==> src/rtl/jtag_dtm.sv <==
// RISC-V debug transport module: owns the DTMCS and DMI scan registers
// behind the JTAG TAP and turns completed DMI scans into valid/ready
// request/response transactions toward the debug module.
module jtag_dtm #(
   parameter int unsigned          IR_WIDTH  = 5,
   parameter int unsigned          ABITS     = 7,
   parameter logic [IR_WIDTH-1:0]  DTMCS_IR  = 'h10,
   parameter logic [IR_WIDTH-1:0]  DMI_IR    = 'h11,
   parameter logic [2:0]           IDLE_HINT = 3'd1
) (
   input  logic                TCLK,
   input  logic                TRST,
   input  logic [IR_WIDTH-1:0] ir,
   input  logic                dr_capture,
   input  logic                dr_shift,
   input  logic                dr_update,
   input  logic                TDI,
   output logic                dr_tdo,
   output logic                dmi_req_valid,
   input  logic                dmi_req_ready,
   output logic [ABITS-1:0]    dmi_req_addr,
   output logic [31:0]         dmi_req_data,
   output logic [1:0]          dmi_req_op,
   input  logic                dmi_rsp_valid,
   output logic                dmi_rsp_ready,
   input  logic [31:0]         dmi_rsp_data,
   input  logic [1:0]          dmi_rsp_op
);

   localparam int unsigned W       = ABITS + 34;
   localparam logic [5:0]  ABITS_F = 6'(ABITS);

   typedef enum logic [1:0] {ST_IDLE, ST_REQ, ST_RSP} state_e;

   state_e             state_q, state_d;
   logic [1:0]         sticky_q, sticky_d;
   logic [ABITS-1:0]   last_addr_q, last_addr_d;
   logic [31:0]        last_data_q, last_data_d;
   logic [1:0]         op_q, op_d;
   logic [W-1:0]       sr_q, sr_d;

   logic sel_dtmcs, sel_dmi, busy;

   assign sel_dtmcs = (ir == DTMCS_IR);
   assign sel_dmi   = (ir == DMI_IR);
   assign busy      = (state_q != ST_IDLE);

   // Serial output and DMI port outputs derived from the registered state
   always_comb begin
      dr_tdo        = (sel_dtmcs || sel_dmi) ? sr_q[0] : 1'b0;
      dmi_req_valid = (state_q == ST_REQ);
      dmi_rsp_ready = (state_q == ST_RSP);
      dmi_req_addr  = last_addr_q;
      dmi_req_data  = last_data_q;
      dmi_req_op    = op_q;
   end

   // Next-state: DMI handshake first, then TAP capture/shift/update on top
   always_comb begin
      state_d     = state_q;
      sticky_d    = sticky_q;
      last_addr_d = last_addr_q;
      last_data_d = last_data_q;
      op_d        = op_q;
      sr_d        = sr_q;

      case (state_q)
         ST_REQ: if (dmi_req_ready) state_d = ST_RSP;
         ST_RSP: begin
            if (dmi_rsp_valid) begin
               state_d = ST_IDLE;
               if (op_q == 2'd1) last_data_d = dmi_rsp_data;
               if (sticky_q == 2'd0) begin
                  if (dmi_rsp_op == 2'd2)      sticky_d = 2'd2;
                  else if (dmi_rsp_op == 2'd3) sticky_d = 2'd3;
               end
            end
         end
         default: ;
      endcase

      if (dr_capture) begin
         if (sel_dtmcs) begin
            sr_d[31:0] = {14'b0, 1'b0, 1'b0, 1'b0, IDLE_HINT, sticky_q, ABITS_F, 4'h1};
         end else if (sel_dmi) begin
            sr_d = {last_addr_q, last_data_q, busy ? 2'd3 : sticky_q};
            if (busy && sticky_d == 2'd0) sticky_d = 2'd3;
         end
      end else if (dr_shift) begin
         if (sel_dtmcs)    sr_d[31:0] = {TDI, sr_q[31:1]};
         else if (sel_dmi) sr_d       = {TDI, sr_q[W-1:1]};
      end else if (dr_update) begin
         if (sel_dtmcs) begin
            // Hard reset also discards any response landing this cycle
            if (sr_q[17]) begin
               sticky_d    = 2'd0;
               state_d     = ST_IDLE;
               last_data_d = last_data_q;
            end else if (sr_q[16]) begin
               sticky_d = 2'd0;
            end
         end else if (sel_dmi) begin
            if (sticky_q != 2'd0) begin
               // error latched: drop the scan
            end else if (busy) begin
               if (sticky_d == 2'd0) sticky_d = 2'd3;
            end else if (sr_q[1:0] == 2'd1 || sr_q[1:0] == 2'd2) begin
               last_addr_d = sr_q[W-1:34];
               if (sr_q[1:0] == 2'd2) last_data_d = sr_q[33:2];
               op_d    = sr_q[1:0];
               state_d = ST_REQ;
            end
         end
      end
   end

   // State registers with asynchronous reset
   always_ff @(posedge TCLK or posedge TRST) begin
      if (TRST) begin
         state_q     <= ST_IDLE;
         sticky_q    <= '0;
         last_addr_q <= '0;
         last_data_q <= '0;
         op_q        <= '0;
         sr_q        <= '0;
      end else begin
         state_q     <= state_d;
         sticky_q    <= sticky_d;
         last_addr_q <= last_addr_d;
         last_data_q <= last_data_d;
         op_q        <= op_d;
         sr_q        <= sr_d;
      end
   end

endmodule

==> config.mk <==
export PLATFORM = sky130hd
export DESIGN_NAME = jtag_dtm
export DESIGN_NICKNAME = d
export VERILOG_FILES = /design/src/rtl/jtag_dtm.sv
export SDC_FILE = /design/constraint.sdc
export NUM_CORES = 1
export LEC_CHECK = 0
export CELL_PAD_IN_SITES_DETAIL_PLACEMENT = 1
export CELL_PAD_IN_SITES_GLOBAL_PLACEMENT = 2
export CORE_MARGIN = 1.5
export CORE_UTILIZATION = 33
export DETAILED_ROUTE_END_ITERATION = 6
export GPL_TIMING_DRIVEN = 1
export MAX_ROUTING_LAYER = met4
export PLACE_DENSITY = 0.77
export SLEW_MARGIN = 20
export SYNTH_ARGS = -nofsm -noshare
export SYNTH_HDL_FRONTEND = slang
export SYNTH_SLANG_ARGS = --single-unit
==> constraint.sdc <==
create_clock -name TCLK -period 3.44 [get_ports TCLK]
set_input_delay 0.86 -clock TCLK [delete_from_list [all_inputs] [get_ports TCLK]]
set_output_delay 0.86 -clock TCLK [all_outputs]
set_load 0.1 [all_outputs]
# After elaboration in Yosys (flattened, before gate mapping)
# Cells that the tools add are included.
# W data, S select, Z words.
[totals]
ff_bits = 86
latch_bits = 0
ramBits = 0
rom_bits = 0
in_bits = 47
output_inout_bits = 44
elab_cells = 87
memories = 0
[classes]
add_sub_neg = 0
multipliers = 0
div_mod_pow = 0
order_cmp = 0
eq_ne = 10
shift = 0
n_mux = 53
n_bitwise = 5
reduce_logical = 12
[op_table]
columns = ["cell", "count"]
rows = [
  ["$mux W32", 15],
  ["$mux W41", 4],
  ["$mux W2", 30],
  ["$mux W9", 2],
  ["$eq A5 B5 Y1 const B", 2],
  ["$eq A2 B2 Y1 const B", 4],
  ["$reduce_and A8 Y1", 1],
  ["$reduce_bool A2 Y1", 4],
  ["$eq A2 B1 Y1 const B", 3],
  ["$ne A5 B5 Y1 const B", 1],
  ["$not A1 Y1", 5],
  ["$logic_not A2 Y1", 2],
  ["$pmux W2 S2", 1],
  ["$reduce_and A3 Y1", 1],
  ["$logic_or A1 B1 Y1", 2],
  ["$reduce_and A2 Y1", 1],
  ["$logic_and A1 B1 Y1", 1],
  ["$mux W1", 1],
]

# Logic depth before layout (Yosys ltp)
# Gate-level depths: netlist of the first run.
[depth]
ltp_word = 15
mapped_depth = 7
mapped_depth_nobuf = 6

# Worst setup path after synthesis of the first run
# No wires, ideal clock.
[synth_path]
path_kind = "input-to-output"
start = "input port ir[3]"
end = "output port dr_tdo"
arrival_time_ns = 2.786
required_time_ns = 2.580
path_slack_ns = -0.206
path_stages = 3
n_path_buf = 1
cell_sequence = "or4b_1 > clkbuf_1 > nor2_1"
[synth_between]
elab_chain_len = 3
word_cells_on_any_way = 4
classes_between = "eq/ne (2); mux (1); reduce/logical (1)"
[synth_lines]
columns = ["item", "line", "rtl"]
rows = [
  ["from (decl)", "13", "input logic [IR_WIDTH-1:0] ir,"],
  ["$eq A5 B5 Y1, on equally long branches", "44, 45", ""],
  ["$logic_or A1 B1 Y1 (*)", "50", "dr_tdo = (sel_dtmcs || sel_dmi) ? sr_q[0] : 1'b0;"],
  ["$mux W1 (*)", "50", ""],
  ["to (decl)", "18", "output logic dr_tdo,"],
]
# Mark *: on every way between the ends. The rest lies on a longest branch, timed or not.

# Final worst setup path of the first run
# Ends and elaborated chain as after synthesis.

==> summary.txt, run 1 <==
Synth area leaders - dfrtp_1, a2bb2oi_2, mux2i_1
pre-CTS WS - 0.318 ns
RSZ-0062 raised after global routing - false
synth warn - 0
register bit total from synthesis - 86
slowest CP cell - or4b_1
Fin. Hold Viols - 0
mapped cell area - 4680 µm²
Max Root-Sink Buffers - 2
hpwl dp - 8900 µm
Ports - 91
largest net degree at the start of global routing - 47
CP Launch Point - ir[3]
sequential area share after synthesis - 46.0%
Setup crit end kind - output port
R2R Path Start - sr_q[0]
final WL - 13000 µm
port bufs - 90
CTS tree - done
first-pass GRT wire length - 21100 µm
initial antenna violation count - 0
Setup-failing EPs final - 0
asr flop ratio synth - 100%
slew of the pin with the lowest slew margin - 0.654 ns
HP Start - sr_q[0]
initial core utilization - 33.7%
Design Power - 2480 µW
layout cells sized above 1 - 29.8%
critical path type - input port to output port
setup ws final - 0.338 ns
core region area - 13900 µm²
WP data required - 2.58 ns
Crit path largest cell delay - 0.58 ns
Worst Hold Class - flip-flop to flip-flop
mean routed wirelength per cell - 18.4 µm
drt drc - 0
clock skew - 0.00687 ns
Slew Viols, Final - 0
vias post-DR - 3626
die area - 14900 µm²
clock slew at reported path FFs - 0.06 ns
Leak - 0.00288 µW
CTS Root Cell - clkbuf_16
status - completed
setup bufs post-CTS - 0
Die H - 122 µm
H-tree depth - 3
CTS resizes - 0
critical path cell sequence - clkdlybuf4s50_1 -> or4b_1 -> nor2_2 -> buf_12
Rows - 43
EDFF count, synth - 0
clk sink count - 86
Yosys top cell area share - 46.0%
Antenna Nets Post-Route - 0
Hold-fix buffers, CTS - 0
number of buffers created by CTS - 9
syn_nets - 486
highest clock rate - 322 MHz
Netlist cell types - 52
crit start category - input port
mean post-synth cell area - 10.8 µm²
Mapped Cells - 435
Top Family by Delay on Critical Path - simple AND/OR/NAND/NOR gates
dominant synthesized flop cell - dfrtp_1
peak supply drop - 0.271 mV
Avg Vias per Cell - 5.14
period utilization - 90.2%
Syn-to-layout area delta - 28.2%
total global-route track usage - 19.1%
clock insertion delay at the later pin of the skew report - 0.35 ns
WP data arrival - 2.24 ns
critical path peak fanout - 2
Period minus WS final - 3.10 ns
area leader, netlist - dfrtp_1
GRT Residual Overflow - 0
Pwr Density - 413 nW/µm²
worst path buffer plus inverter count - 2
gpl congestion - 0.813
max_cap viols - 0
ANT cells - 0
slew margin rel. - 56.2%
vias in the first global route - 3946
TNS Setup - 0 ns
Final #Nets - 572
initial DRC count - 116
DRT Pass-1 Iters - 4
Horiz. Die Dim - 122 µm
[power by group]
group,total [µW],internal [µW],switching [µW]
clock,1010,602,408
sequential,1100,1060,46.1
combinational,366,138,229
total,2480,1800,682
[kinds of logic (layout without fill, tap and decap cells)]
logic type               Yosys count  count (layout)  share of synthesized area (%)
multiplexers                      49              49                           10.7
flip-flops                        86              86                           46.0
AND/OR/NAND/NOR                  129             129                           14.6
adder cells (fa/ha/maj)            4               4                           1.07
AO/OA/AOI/OAI                    125             125                           23.3
buffers and inverters             42             133                           4.31
[flip-flops by register name, summed over array words and instances, names as in the netlist]
name          flops
dmi_req_addr      7
dmi_req_data     32
dmi_req_op        2
sr_q             41
state_q           2
sticky_q          2
[path summary, 6_finish.rpt]
path                            slack, ns  cells after the start               end
worst max-delay path                 0.34                      4            dr_tdo
worst min-delay path                 0.50                      2           sr_q[0]
worst max register to register       1.12                      7  dmi_req_data[17]
worst min register to register       0.50                      2           sr_q[0]
max in group asynchronous            1.89                      3   dmi_req_addr[3]
min in group asynchronous            0.90                      2   dmi_req_data[6]
[stage by stage]
step | cell area, µm² | util, % | instances | hold WS [ns]
2_1_floorplan | 4680 | - | 435 | 0.456
3_3_place_gp | 5690 | 41.0 | 689 | 0.476
3_5_place_dp | 5700 | 41.0 | 690 | 0.498
4_1_cts | 6000 | 43.2 | 706 | 0.514
5_1_grt | 6000 | 43.2 | 706 | 0.537
6_report | 6000 | 43.2 | 706 | 0.505
[metal layers]
metal | share of wire (%) | global-route usage, % | routed length, µm
met1 | 45 | 23.4 | 5840
met2 | 50 | 31.3 | 6500
met3 | 3.9 | 5.10 | 501
met4 | 1.2 | 5.09 | 150
met5 | 0 | - | 0
[cell usage after synthesis, types with 2 or more instances]
master	count
o21ai_0	36
o22ai_1	5
clkbuf_1	19
o211ai_1	4
inv_1	8
nor3_1	2
a2bb2oi_2	30
mux2_2	8
buf_6	4
nand2b_1	6
a21oi_1	3
dfrtp_1	86
or2_2	32
o21ai_1	8
buf_2	8
nand3_1	4
nor2_1	6
ha_1	4
mux2i_1	41
a2bb2oi_1	24
nand2_1	66
[worst register-to-register path: stages (launching register included)]
cell and delay (ns):
dfrtp_1 0.38, inv_1 0.14, ha_1 0.27, nor4b_2 0.42, nand4_4 0.27, buf_4 0.36, mux2i_1 0.26, a2bb2oi_2 0.08
[placed cells by master, fill, tap and decap left out, types with 5 or more instances in the layout]
cell	Yosys	final
mux2i_1	41	41
o21ai_0	36	36
nand2_1	66	66
clkdlybuf4s50_1	0	45
dfrtp_1	86	86
a2bb2oi_2	30	30
buf_4	1	60
nand2b_1	6	6
o22ai_1	5	5
o21ai_1	8	8
a2bb2oi_1	24	24
clkbuf_16	0	9
or2_2	32	32
inv_1	8	7
mux2_2	8	8
[final cells by class]
class	instances	area [µm²]
clock inverters	3	42.5
flip-flops and latches	86	2150
inverters	9	35.0
fillers	1550	7880
well taps	180	225
repair buffers	108	946
multi-input cells	307	2340
clock buffers	13	260
No activity file was read; power rests on OpenSTA's default activity.
==> run 2: changes to the inputs <==
--- a/config.mk
+++ b/config.mk
@@ -10,9 +10,9 @@
 export CORE_MARGIN = 1.5
 export CORE_UTILIZATION = 33
 export DETAILED_ROUTE_END_ITERATION = 6
-export GPL_TIMING_DRIVEN = 1
 export MAX_ROUTING_LAYER = met4
 export PLACE_DENSITY = 0.77
+export REMOVE_ABC_BUFFERS = 1
 export SLEW_MARGIN = 20
 export SYNTH_ARGS = -nofsm -noshare
 export SYNTH_HDL_FRONTEND = slang
==> run 2 against run 1 <==
Final cell count shrank 0.28%. Combinational power about the same. Via count is 0.61% higher. Clock skew decreased by 0.0013 ns. Critical path depth unchanged. Critical endpoint unchanged. Power shrank 0.73%. Cell area about the same. First-iteration DRC count decreased by 7.8%. Clock power hardly changed. Hold slack improved by 0.0039 ns. Largest power group unchanged. Maximum frequency decreased by 4.6%. Highest routed layer unchanged.
==> summary.txt, run 2 (synthesis gave the netlist of run 1 again) <==
status - completed
initial DRC count - 107 (-7.8%)
Largest register FFs - 41 (unchanged)
critical path peak fanout - 2 (unchanged)
Hold Slack - 0.508 ns (+0.00393 ns)
most frequent cells in the layout - dfrtp_1, nand2_1, buf_4
Setup-failing EPs final - 0 (unchanged)
port bufs - 90 (unchanged)
setup bufs post-CTS - 0 (unchanged)
placed cells - 688 (-0.29%)
total global-route track usage - 19.1% (+0.035 points)
Period minus WS final - 3.25 ns (+0.149 ns)
drt drc - 0 (unchanged)
clk sink count - 86 (unchanged)
number of buffers created by CTS - 9 (unchanged)
clock slew at reported path FFs - 0.06 ns (about the same)
Hold-fix buffers, CTS - 0 (unchanged)
clock skew - 0.00561 ns (-0.00126 ns)
Antenna Nets Post-Route - 0 (unchanged)
Setup crit end kind - output port
CTS tree - done
Ports - 91 (unchanged)
Layout Cells excl Fill - 704 (-0.28%)
DRT Pass-1 Iters - 4 (unchanged)
highest clock rate - 308 MHz (-4.6%)
Die H - 122 µm (unchanged)
Leak - 0.00287 µW (-0.25%)
first-pass GRT wire length - 21400 µm (+1.4%)
gpl congestion - 0.727 (-11%)
RSZ-0062 raised after global routing - false
Max Root-Sink Buffers - 2 (unchanged)
H-tree depth - 3 (unchanged)
GRT Residual Overflow - 0 (unchanged)
CP Launch Point - ir[3]
slew of the pin with the lowest slew margin - 1.04 ns (+0.390 ns)
commonest non-fill, non-tap cell in the layout - dfrtp_1
Horiz. Die Dim - 122 µm (unchanged)
Pwr Density - 411 nW/µm² (-0.71%)
hpwl dp - 8400 µm (-5.6%)
setup ws final - 0.188 ns (-0.149 ns)
die area - 14900 µm² (unchanged)
Avg Vias per Cell - 5.18 (+0.89%)
critical path type - input port to output port
initial antenna violation count - 0 (unchanged)
max_cap viols - 0 (unchanged)
Rows - 43 (unchanged)
core region area - 13900 µm² (unchanged)
final WL - 13000 µm (about the same)
initial core utilization - 33.7% (unchanged)
Final #Nets - 570 (-0.35%)
peak supply drop - 0.296 mV (+9.2%)
mean routed wirelength per cell - 18.4 µm (+0.26%)
CTS resizes - 0 (unchanged)
WP data required - 2.58 ns (about the same)
largest net degree at the start of global routing - 46 (-2.1%)
Design Power - 2460 µW (-0.73%)
Reg with most FFs - sr_q
R2R Path Start - sr_q[0]
period utilization - 94.5% (+4.3 points)
layout cells sized above 1 - 29.2% (-0.65 points)
Slew Viols, Final - 0 (unchanged)
CTS Root Cell - clkbuf_16
clock insertion delay at the later pin of the skew report - 0.35 ns (about the same)
crit start category - input port
pre-CTS WS - 0.201 ns (-0.117 ns)
WP data arrival - 2.39 ns (+0.15 ns)
HP Start - sr_q[34]
vias post-DR - 3648 (+0.61%)
Fin. Hold Viols - 0 (unchanged)
Worst Hold Class - flip-flop to flip-flop
slew margin rel. - 30.2% (-26 points)
Syn-to-layout area delta - 28.2% (about the same)
vias in the first global route - 4080 (+3.4%)
ANT cells - 0 (unchanged)
[run 2: cell types whose count changed in the layout (fill, tap and decap cells not counted), sizes merged]
cell,delta
buf,-2
clkinvlp,-1
clkinv,+1
[run 2: power breakdown]
| group | internal [µW] | leakage (µW) | switching [µW] | total [µW] |
|---|---|---|---|---|
| sequential | 1060 | 0.00119 | 44.6 | 1100 |
| clock | 584 | 0.000144 | 411 | 995 |
| combinational | 137 | 0.00154 | 227 | 364 |
[run 2: per-stage QoR]
stage               util [%]  TNS, ns  area (µm²)
floorplan                  -   -0.181        4510
global placement        41.1        0        5700
detailed placement      41.1        0        5700
CTS                     43.2        0        6000
global route            43.2        0        6000
finish                  43.2        0        6000
[run 2: final timing paths]
path | depth (start not counted) | slack [ns] | endpoint
worst max-delay path | 4 | 0.19 | dr_tdo
max in group asynchronous | 3 | 1.68 | dmi_req_data[26]
worst min register to register | 2 | 0.51 | sr_q[34]
worst min-delay path | 2 | 0.51 | sr_q[34]
worst max register to register | 7 | 1.19 | dmi_req_data[0]
min in group asynchronous | 2 | 0.96 | dmi_req_data[16]
[run 2: area by class of cell]
cell class | instances | area, µm²
clock buffers | 13 | 250
clock inverters | 3 | 43.8
fillers | 1568 | 7880
inverters | 9 | 35.0
multi-input cells | 307 | 2330
flip-flops and latches | 86 | 2150
well taps | 180 | 225
repair buffers | 106 | 956
[run 2: routing by layer]
| metal | GRT usage (%) | vias up | share of wire, % |
|---|---|---|---|
| met5 | - | - | 0 |
| li1 | - | 1739 | - |
| met2 | 31.1 | 71 | 48 |
| met3 | 3.84 | 15 | 4.4 |
| met4 | 6.61 | 0 | 1.6 |
| met1 | 23.8 | 1823 | 46 |
[run 2: worst max-delay path, stage by stage]
cell             delay, ns
clkdlybuf4s50_1       0.46
or4b_1                0.60
nor2_1                0.25
buf_12                0.21
==> run 3: changes to the inputs <==
--- a/config.mk
+++ b/config.mk
@@ -5,6 +5,7 @@
 export SDC_FILE = /design/constraint.sdc
 export NUM_CORES = 1
 export LEC_CHECK = 0
+export ABC_AREA = 0
 export CELL_PAD_IN_SITES_DETAIL_PLACEMENT = 1
 export CELL_PAD_IN_SITES_GLOBAL_PLACEMENT = 2
 export CORE_MARGIN = 1.5
==> results of run 3 <==
No change in the layout: final DEF, timing and power equal those of run 2.
